File: src/rtl/uart_pkg.sv
// uart_pkg: shared UART state encoding, default parameters and divider helper
package uart_pkg;
  typedef enum logic [2:0] {IDLE, START, DATA, STOP, WAIT_IDLE} rx_state_t;
  localparam int DEF_CLK_FREQ   = 100_000_000;
  localparam int DEF_BAUD_RATE  = 115_200;
  localparam int DEF_OVERSAMPLE = 16;
  localparam int DEF_DATA_BIT   = 8;
  function automatic int calc_div(input int clk_freq, input int baud_rate, input int oversample);
    int d;
    d = clk_freq / (baud_rate * oversample);
    return (d < 1) ? 1 : d;
  endfunction
endpackage

File: src/rtl/uart_baud_tick.sv
// uart_baud_tick: divide-by-DIV oversample tick generator with synchronous clear
module uart_baud_tick #(
  parameter int DIV = 1
) (
  input  logic clk,
  input  logic reset,
  input  logic clr,
  output logic tick
);
  localparam int W = (DIV > 1) ? $clog2(DIV) : 1;
  logic [W-1:0] r_cnt;
  assign tick = (r_cnt == W'(DIV - 1));
  // count up to DIV-1 and wrap; clr realigns the tick grid to a start edge
  always_ff @(posedge clk)
    if (reset || clr) r_cnt <= '0;
    else r_cnt <= tick ? '0 : r_cnt + 1'b1;
endmodule

File: src/rtl/uart_rx_oversample.sv
// uart_rx_oversample: oversampling UART receiver with majority voting and a one-byte holding register
module uart_rx_oversample
  import uart_pkg::*;
#(
  parameter int CLK_FREQ   = DEF_CLK_FREQ,
  parameter int BAUD_RATE  = DEF_BAUD_RATE,
  parameter int OVERSAMPLE = DEF_OVERSAMPLE,
  parameter int DATA_BIT   = DEF_DATA_BIT
) (
  input  logic                clk,
  input  logic                reset,
  input  logic                rx,
  output logic [DATA_BIT-1:0] rx_data,
  output logic                rx_valid,
  input  logic                rx_ready,
  output logic                frame_err,
  output logic                overrun,
  output logic                busy
);
  localparam int DIV = calc_div(CLK_FREQ, BAUD_RATE, OVERSAMPLE);
  localparam int PW  = $clog2(OVERSAMPLE);
  localparam int BW  = (DATA_BIT > 1) ? $clog2(DATA_BIT) : 1;
  localparam logic [PW-1:0] P_S0  = PW'(OVERSAMPLE / 2 - 1);
  localparam logic [PW-1:0] P_S1  = PW'(OVERSAMPLE / 2);
  localparam logic [PW-1:0] P_DEC = PW'(OVERSAMPLE / 2 + 1);
  localparam logic [PW-1:0] P_END = PW'(OVERSAMPLE - 1);
  rx_state_t r_state, w_next;
  logic [1:0] r_sync, r_samp;
  logic [PW-1:0] r_phase;
  logic [BW-1:0] r_bit;
  logic [DATA_BIT-1:0] r_shift, r_data;
  logic r_valid, r_ferr, r_ovr;
  logic w_rx_s, w_tick, w_clr, w_dec, w_end, w_maj, w_done, w_ferr;
  assign w_rx_s = r_sync[1];
  assign w_dec  = w_tick && (r_phase == P_DEC);
  assign w_end  = w_tick && (r_phase == P_END);
  assign w_maj  = (r_samp[0] & r_samp[1]) | (r_samp[0] & w_rx_s) | (r_samp[1] & w_rx_s);
  assign rx_data   = r_data;
  assign rx_valid  = r_valid;
  assign frame_err = r_ferr;
  assign overrun   = r_ovr;
  assign busy      = (r_state != IDLE);
  uart_baud_tick #(.DIV(DIV)) u_tick (
    .clk  (clk),
    .reset(reset),
    .clr  (w_clr),
    .tick (w_tick)
  );
  // two-flop synchronizer, idling high so reset never looks like a start bit
  always_ff @(posedge clk)
    if (reset) r_sync <= 2'b11;
    else r_sync <= {r_sync[0], rx};
  // state register
  always_ff @(posedge clk)
    r_state <= reset ? IDLE : w_next;
  // next state and frame strobes; the third vote is taken live on the decision tick
  always_comb begin
    w_next = r_state;
    w_clr  = 1'b0;
    w_done = 1'b0;
    w_ferr = 1'b0;
    case (r_state)
      IDLE: begin
        w_clr  = !w_rx_s;
        w_next = w_rx_s ? IDLE : START;
      end
      START:     w_next = (w_dec && w_maj) ? IDLE : w_end ? DATA : START;
      DATA:      w_next = (w_end && r_bit == BW'(DATA_BIT - 1)) ? STOP : DATA;
      STOP: begin
        w_done = w_dec && w_maj;
        w_ferr = w_dec && !w_maj;
        w_next = !w_dec ? STOP : w_maj ? IDLE : WAIT_IDLE;
      end
      WAIT_IDLE: w_next = w_rx_s ? IDLE : WAIT_IDLE;
      default:   w_next = IDLE;
    endcase
  end
  // bit phase, vote samples, LSB-first shifting and data bit count
  always_ff @(posedge clk)
    if (reset) begin
      r_phase <= '0;
      r_samp  <= '0;
      r_bit   <= '0;
      r_shift <= '0;
    end else if (w_clr) begin
      r_phase <= '0;
      r_bit   <= '0;
    end else if (w_tick && r_state != IDLE) begin
      r_phase <= (r_phase == P_END) ? '0 : r_phase + 1'b1;
      if (r_phase == P_S0) r_samp[0] <= w_rx_s;
      if (r_phase == P_S1) r_samp[1] <= w_rx_s;
      if (r_state == DATA && r_phase == P_DEC) r_shift <= {w_maj, r_shift[DATA_BIT-1:1]};
      if (r_state == DATA && r_phase == P_END) r_bit <= r_bit + 1'b1;
    end
  // holding register with ready/valid handshake, overrun and frame error pulses
  always_ff @(posedge clk)
    if (reset) begin
      r_data  <= '0;
      r_valid <= 1'b0;
      r_ferr  <= 1'b0;
      r_ovr   <= 1'b0;
    end else begin
      r_ferr <= w_ferr;
      r_ovr  <= w_done && r_valid && !rx_ready;
      if (w_done && (!r_valid || rx_ready)) begin
        r_data  <= r_shift;
        r_valid <= 1'b1;
      end else if (rx_ready) r_valid <= 1'b0;
    end
endmodule
File: config.mk
export PLATFORM = sky130hd
export DESIGN_NAME = uart_rx_oversample
export DESIGN_NICKNAME = d
export VERILOG_FILES = /design/src/rtl/uart_pkg.sv /design/src/rtl/uart_baud_tick.sv /design/src/rtl/uart_rx_oversample.sv
export SDC_FILE = /design/constraint.sdc
export NUM_CORES = 1
export LEC_CHECK = 0
export CAP_MARGIN = 20
export CORE_MARGIN = 2
export CORE_UTILIZATION = 42
export CTS_CLUSTER_SIZE = 14
export DETAILED_ROUTE_END_ITERATION = 7
export HOLD_SLACK_MARGIN = 0.05
export SLEW_MARGIN = 20
export SYNTH_ARGS = -nofsm -noshare
export SYNTH_HDL_FRONTEND = slang
export SYNTH_HIERARCHICAL = 1
export SYNTH_SLANG_ARGS = --single-unit
File: constraint.sdc
create_clock -name clk -period 4.4 [get_ports clk]
set_clock_uncertainty 0.1 [all_clocks]
set_input_delay 0.88 -clock clk [delete_from_list [all_inputs] [get_ports clk]]
set_output_delay 0.88 -clock clk [all_outputs]
set_load 0.03 [all_outputs]
# Yosys cells after proc, flatten, opt, wreduce, memory -nomap -nowiden
# Index checks and enable logic that the tools add are counted.
dict set report totals {
  regBits 39
  in_bits 4
  output_inout_bits 12
}
dict set report op_classes {
  addsub 3
  n_eq_ne 10
  muxes 13
  bitwise_logic 7
  n_reduce_logical 27
}
# operator count
set op_table {}
lappend op_table {{$pmux W3 S5} 1}
lappend op_table {{$eq A4 B4 Y1 const B} 3}
lappend op_table {{$logic_and A1 B1 Y1} 11}
lappend op_table {{$mux W3} 3}
lappend op_table {{$reduce_and A3 Y1} 3}
lappend op_table {{$add A6 B1 Y6 const B} 1}
lappend op_table {{$eq A3 B2 Y1 const B} 2}
lappend op_table {{$eq A3 B3 Y1 const B} 2}
lappend op_table {{$eq A6 B6 Y1 const B} 1}
lappend op_table {{$mux W1} 6}
lappend op_table {{$reduce_or A2 Y1} 3}
lappend op_table {{$add A4 B1 Y4 const B} 1}
lappend op_table {{$eq A4 B3 Y1 const B} 1}
lappend op_table {{$logic_not A1 Y1} 4}
lappend op_table {{$mux W2} 2}
lappend op_table {{$mux W4} 1}
lappend op_table {{$add A3 B1 Y3 const B} 1}
lappend op_table {{$and A1 B1 Y1} 3}
lappend op_table {{$eq A3 B1 Y1 const B} 1}
lappend op_table {{$logic_not A3 Y1} 1}
lappend op_table {{$reduce_bool A3 Y1} 1}
lappend op_table {{$logic_or A1 B1 Y1} 2}
lappend op_table {{$not A1 Y1} 2}
lappend op_table {{$or A1 B1 Y1} 2}
lappend op_table {{2 further kinds} 2}

# Logic depth before layout (Yosys ltp)
# Gate-level depths: netlist (run 1).
dict set report depth {
  depth_word 7
  depth_mapped 8
  depth_no_buf 7
}

# Hierarchy
# The synthesis (run 1) kept the hierarchy.
# module instances cells_per_inst area_each_um2 seq_area_each_um2
set modules_own_cells {}
lappend modules_own_cells {uart_rx_oversample 1 166 1517.7 660.6}
lappend modules_own_cells {uart_baud_tick 1 28 257.7 120.1}

# Worst setup path before layout (run 1)
# OpenSTA, ideal clock, no wires.
dict set report synth_path {
  path_type {reg2out}
  from {register r_state[1]}
  to {output port busy}
  arrival_time_ns 0.956
  t_required_ns 3.420
  slack_ns 2.464
  path_stages_with_launch 3
  n_path_buf 1
  path_cell_list {dfxtp_1 buf_6 or3_1}
}
dict set report synth_between {
  elab_chain_cells 1
}
# element line_no
set synth_lines {}
lappend synth_lines {{start: declaration} uart_rx_oversample.sv:27} ;# rx_state_t r_state, w_next;
lappend synth_lines {{start signal: assignment} uart_rx_oversample.sv:55} ;# r_state <= reset ? IDLE : w_next;
lappend synth_lines {{$reduce_bool A3 Y1} uart_rx_oversample.sv:42} ;# assign busy = (r_state != IDLE);
lappend synth_lines {{end: declaration} uart_rx_oversample.sv:18} ;# output logic busy
# No other way between the ends.

# Final worst setup path (run 1)
# Ends and elaborated chain as after synthesis.

==> summary.md, run 1 <==
| Metric | Value |
|---|---|
| Status | finished clean |
| Area growth syn-to-layout | 16.1% |
| Cell variety after synth | 43 |
| EDFF count, synth | 0 |
| Largest delay contributor family on the critical path | buffers and inverters |
| Sequential cell area | 781 µm² |
| Slew margin rel. | 0.526 |
| Footprint of the multi-input gates | 916 µm² |
| Worst-Skew Late Latency | 0.29 ns |
| Clock sink count | 39 |
| Buf/Inv on CP | 1 |
| Post-route cell area | 0.00206 mm² |
| Critical Path Fanout Max | 12 |
| Pwr Total | 695 µW |
| Placed cell area | 0.00194 mm² |
| Die X | 69.0 µm |
| Initial core utilization | 0.441 |
| Worst Setup Path Type | flop to output port |
| Tmin final | 2.76 ns |
| DR DRC count | 0 |
| Final nets | 217 |
| Worst Setup Start Kind | flop |
| CP max stage delay | 0.62 ns |
| CTS Hold Bufs | 0 |
| Share of the synthesized area in the top cell type | 0.440 |
| Setup ws final | 1.64 ns |
| Die ar. | 0.00476 mm² |
| Max frequency | 0.363 GHz |
| Worst Tran Pin Value | 0.705 ns |
| Post-CTS sizing | 0 |
| Placed Instances | 249 |
| Post-route insts no fill | 257 |
| Vias | 1402 |
| Hold Violations, Final | 0 |
| Pre-CTS worst setup slack | 1.78 ns |
| Starting DRT DRC Count | 37 |
| Drt first pass iters | 4 |
| Routed Antenna Nets | 0 |
| Final Routed Wirelength | 3510 µm |
| Layout cell share with drive strength beyond 1 | 0.0918 |
| Gp weighted congestion | 0.748 |
| Crit path cell chain | or3_1 -> clkdlybuf4s50_1 |
| Avg Inst Size Synth | 9.15 µm² |
| Final period utilization | 0.626 |
| Wire length per cell | 13.6 µm |
| Vias in the first global route | 1368 |
| Gr ovfl total | 0 |
| I/O Pins | 16 |
| Largest area contributor in the netlist | dfxtp_1 |
| TritonCTS buffer count | 5 |
| Count leader, synth | dfxtp_1 |
| Mapped Cells | 194 |
| FP Rows | 23 |
| Final hold slack | 0.313 ns |
| Register area share after synthesis | 0.440 |
| RSZ-0062 raised after global routing | no |
| Number of vias per cell | 5.46 |
| Warnings from Yosys | 6 |
| Core area | 0.00403 mm² |
| H-Tree Level Count | 2 |
| Longest Clk Path Bufs | 2 |
| Synthesized flop and latch total | 39 |
| Dpl hpwl | 2460 µm |
| Initial antenna violation count | 0 |
| Slowest stage cell, crit path | clkdlybuf4s50_1 |
| Asr flop ratio synth | 0 |
| Ranking of synthesized cells by area | dfxtp_1 44%, nand2b_1 6.3%, a21oi_1 5.4% |
| Largest net degree at the start of global routing | 23 |
| Hold Crit Class | flop to flop |
| First-pass GRT wire length | 6060 µm |
| Finished Core Util | 0.511 |
| Sum Neg Setup Slack | 0 ns |
| Max cap viols | 0 |
| Synth Cell Area | 0.00178 mm² |
| CP arrival | 1.78 ns |
| Die height | 69.0 µm |
| Static leakage | 0.692 nW |
| Power per cell area | 337 mW/mm² |
| Count of antenna diodes in the layout | 0 |
| FILL cells | 378 |
| Postcts setup bufs | 0 |
| Req. time, crit path | 3.42 ns |
| Synth cell count leaders | 39 x dfxtp_1, 19 x a21oi_1, 18 x nand2b_1 |
| Setup violators final | 0 |
| Clock slew seen by the registers of the worst setup and hold paths | 0.08 ns |
| Slew Limit Fails | 0 |
| Port bufs | 15 |
| GRT Util Overall | 0.156 |
| Root Driver | clkbuf_8 |
| Setup crit end kind | output port |
| Peak VDD IR | 161 µV |
| Top_reg_cell synth | dfxtp_1 |
| Syn_nets | 205 |
| TritonCTS clock tree | yes |
## layout make-up
cell class / instances / area share
tap: 50 / 0.0304
sequential: 39 / 0.379
clock buffer: 6 / 0.0401
clock inverter: 2 / 0.0170
multi-input combinational: 137 / 0.444
inverter: 7 / 0.0128
timing repair buffer: 16 / 0.0765
## logic make-up after synthesis
family                   synth area share
AO/OA/AOI/OAI                       0.149
XOR/XNOR                           0.0197
adder cells (fa/ha/maj)            0.0557
buffers and inverters              0.0472
flip-flops                          0.440
multiplexers                       0.0514
AND/OR/NAND/NOR                     0.237
## path summary, 6_finish.rpt
check / slack [ns] / endpoint / depth (start not counted) / startpoint
setup / recovery: 1.64 / busy / 2 / r_state[1]
hold / removal: 0.31 / r_sync[1] / 1 / r_sync[0]
setup reg to reg: 1.80 / rx_data[6] / 6 / u_tick/r_cnt[0]
hold reg to reg: 0.31 / r_sync[1] / 1 / r_sync[0]
## placed cells by master, fill, tap and decap left out, types with 2 or more instances in the layout
| master | instances |
|---|---|
| mux2i_1 | 8 |
| inv_1 | 7 |
| nand3_1 | 14 |
| or3b_1 | 2 |
| clkbuf_8 | 6 |
| nand2_1 | 6 |
| xor2_1 | 3 |
| o31ai_1 | 2 |
| nand2b_1 | 18 |
| o21ai_0 | 14 |
| nand4b_1 | 2 |
| and4_1 | 2 |
| and3b_1 | 2 |
| ha_1 | 7 |
| clkdlybuf4s50_1 | 15 |
| dfxtp_1 | 39 |
| nor2_1 | 9 |
| or2_2 | 3 |
| or3_1 | 3 |
| a21oi_1 | 19 |
| nand4_1 | 2 |
## registers in the layout, summed over array words and instances, names as in the netlist
| register | count |
|---|---|
| r_sync | 2 |
| u_tick/r_cnt | 6 |
| r_bit | 3 |
| frame_err | 1 |
| r_samp | 2 |
| r_state | 3 |
| r_shift | 8 |
| r_phase | 4 |
| rx_valid | 1 |
| rx_data | 8 |
| overrun | 1 |
## layer usage
layer	global-route usage	up-vias	share of wire
met5	0	-	0
met4	0.0980	0	0.034
met3	0.0453	11	0.040
met2	0.238	33	0.45
met1	0.192	649	0.48
li1	-	709	-
## power breakdown
part           switching [mW]  internal [mW]  total [mW]
combinational          0.0123         0.0110      0.0233
sequential            0.00480          0.356       0.361
clock                   0.127          0.183       0.310
total                   0.144          0.551       0.695
Note: power is estimated with default switching activity, not from simulation.
==> run 2: changes to the inputs <==
- clock period: 4.4 -> 2.7 ns (I/O delays scaled with it)
==> summary.md, run 2 (synthesized netlist as in run 1, its figures left out) <==
| Metric | Value |
|---|---|
| I/O Pins | 16 |
| Post-CTS sizing | 0 |
| Final Routed Wirelength | 3410 µm |
| Max cap viols | 0 |
| Pre-CTS worst setup slack | 0.534 ns |
| Slowest stage cell, crit path | clkdlybuf4s50_1 |
| Dpl hpwl | 2550 µm |
| Crit path cell chain | or3_1 -> clkdlybuf4s50_1 |
| Number of vias per cell | 5.33 |
| Worst Setup Path Type | flop to output port |
| Worst Tran Pin Value | 0.689 ns |
| Max frequency | 0.414 GHz |
| Power per cell area | 539 mW/mm² |
| Setup crit end kind | output port |
| Final nets | 220 |
| Longest Clk Path Bufs | 2 |
| Die ar. | 0.00476 mm² |
| CP arrival | 1.78 ns |
| Placed cell area | 0.00196 mm² |
| Worst-Skew Late Latency | 0.29 ns |
| Critical Path Fanout Max | 12 |
| TritonCTS buffer count | 5 |
| TritonCTS clock tree | yes |
| RSZ-0062 raised after global routing | no |
| Initial core utilization | 0.441 |
| Setup ws final | 0.284 ns |
| First-pass GRT wire length | 6090 µm |
| Slew Limit Fails | 0 |
| DR DRC count | 0 |
| Status | finished clean |
| CTS Hold Bufs | 0 |
| Hold Crit Class | flop to flop |
| Gp weighted congestion | 0.766 |
| Final hold slack | 0.349 ns |
| Worst Setup Start Kind | flop |
| Clock slew seen by the registers of the worst setup and hold paths | 0.07 ns |
| Static leakage | 0.703 nW |
| Req. time, crit path | 2.06 ns |
| Most frequent cells in the layout | 39 x dfxtp_1, 19 x a21oi_1, 18 x nand2b_1, 15 x clkdlybuf4s50_1 |
| Core area | 0.00403 mm² |
| Postcts setup bufs | 0 |
| Post-route cell area | 0.00208 mm² |
| H-Tree Level Count | 2 |
| Port bufs | 15 |
| Wire length per cell | 13.1 µm |
| Tmin final | 2.42 ns |
| Largest net degree at the start of global routing | 18 |
| Vias in the first global route | 1358 |
| Count of antenna diodes in the layout | 0 |
| Final period utilization | 0.895 |
| GRT Util Overall | 0.154 |
| Initial antenna violation count | 0 |
| Drt first pass iters | 4 |
| Leading cell type in the layout, fill and taps excluded | dfxtp_1 |
| CP max stage delay | 0.62 ns |
| Vias | 1385 |
| Area growth syn-to-layout | 17.1% |
| Routed Antenna Nets | 0 |
| Starting DRT DRC Count | 40 |
| Root Driver | clkbuf_8 |
| Setup violators final | 0 |
| Layout cell share with drive strength beyond 1 | 0.100 |
| Sum Neg Setup Slack | 0 ns |
| Die height | 69.0 µm |
| Hold Violations, Final | 0 |
| Gr ovfl total | 0 |
| Clock sink count | 39 |
| FF-to-FF setup slack | 0.54 ns |
| Die X | 69.0 µm |
| FP Rows | 23 |
| Peak VDD IR | 341 µV |
| Slew margin rel. | 0.537 |
==> run 2: cell types whose count changed in the layout (fill, tap and decap cells not counted) <==
cell	previous run	this run
nor3b_2	1	0
buf_4	1	4
nor3b_1	1	2
==> run 2: cell type report <==
| class | instances | area [µm²] |
|---|---|---|
| Clock buffer | 6 | 82.6 |
| Clock inverter | 2 | 35.0 |
| Fill cell | 371 | 1950 |
| Inverter | 7 | 26.3 |
| Multi-Input combinational cell | 137 | 911 |
| Sequential cell | 39 | 781 |
| Tap cell | 50 | 62.6 |
| Timing Repair Buffer | 19 | 180 |
==> run 2: power by group <==
part           internal, mW  leakage, nW  total [mW]  switching, mW
clock                 0.299       0.0612       0.493          0.194
combinational        0.0189        0.327      0.0390         0.0201
sequential            0.581        0.315       0.588        0.00714
total                 0.899        0.703        1.12          0.221
==> run 2: worst paths after layout <==
check                           cells past startpoint            start         end
worst max register to register                      6  u_tick/r_cnt[0]  rx_data[7]
worst min-delay path                                1        r_sync[0]   r_sync[1]
worst max-delay path                                2       r_state[1]        busy
worst min register to register                      1        r_sync[0]   r_sync[1]
==> run 2: routing by layer <==
metal / part of all wire / wire, µm / vias to the layer above / track usage
met5: 0 / 0 / - / 0
li1: - / - / 716 / -
met4: 0.016 / 54 / 0 / 0.0610
met2: 0.48 / 1630 / 19 / 0.251
met3: 0.038 / 129 / 5 / 0.0468
met1: 0.47 / 1590 / 645 / 0.191
==> run 2: critical path, delay by kind of cell, from the launching register on <==
kind,cells,cell delay (ns)
flops,1,0.41
buf+inv,1,0.62
simple gates,1,0.46
==> run 2: per-stage QoR <==
step / power (mW) / instances / util
after CTS: 1.13 / 260 / 0.516
after global routing: 1.16 / 260 / 0.516
final: 1.12 / 260 / 0.516
after detailed placement: 0.641 / 252 / 0.487
after floorplan: 0.627 / 194 / -
after global placement: 0.639 / 252 / 0.487
==> run 3: changes to the inputs <==
- ABC_CLOCK_PERIOD_IN_PS: not set -> 2700
- CTS_CLUSTER_SIZE: 14 -> not set
==> results of run 3 <==
The final DEF is identical to that of run 2; final timing and power are the same.
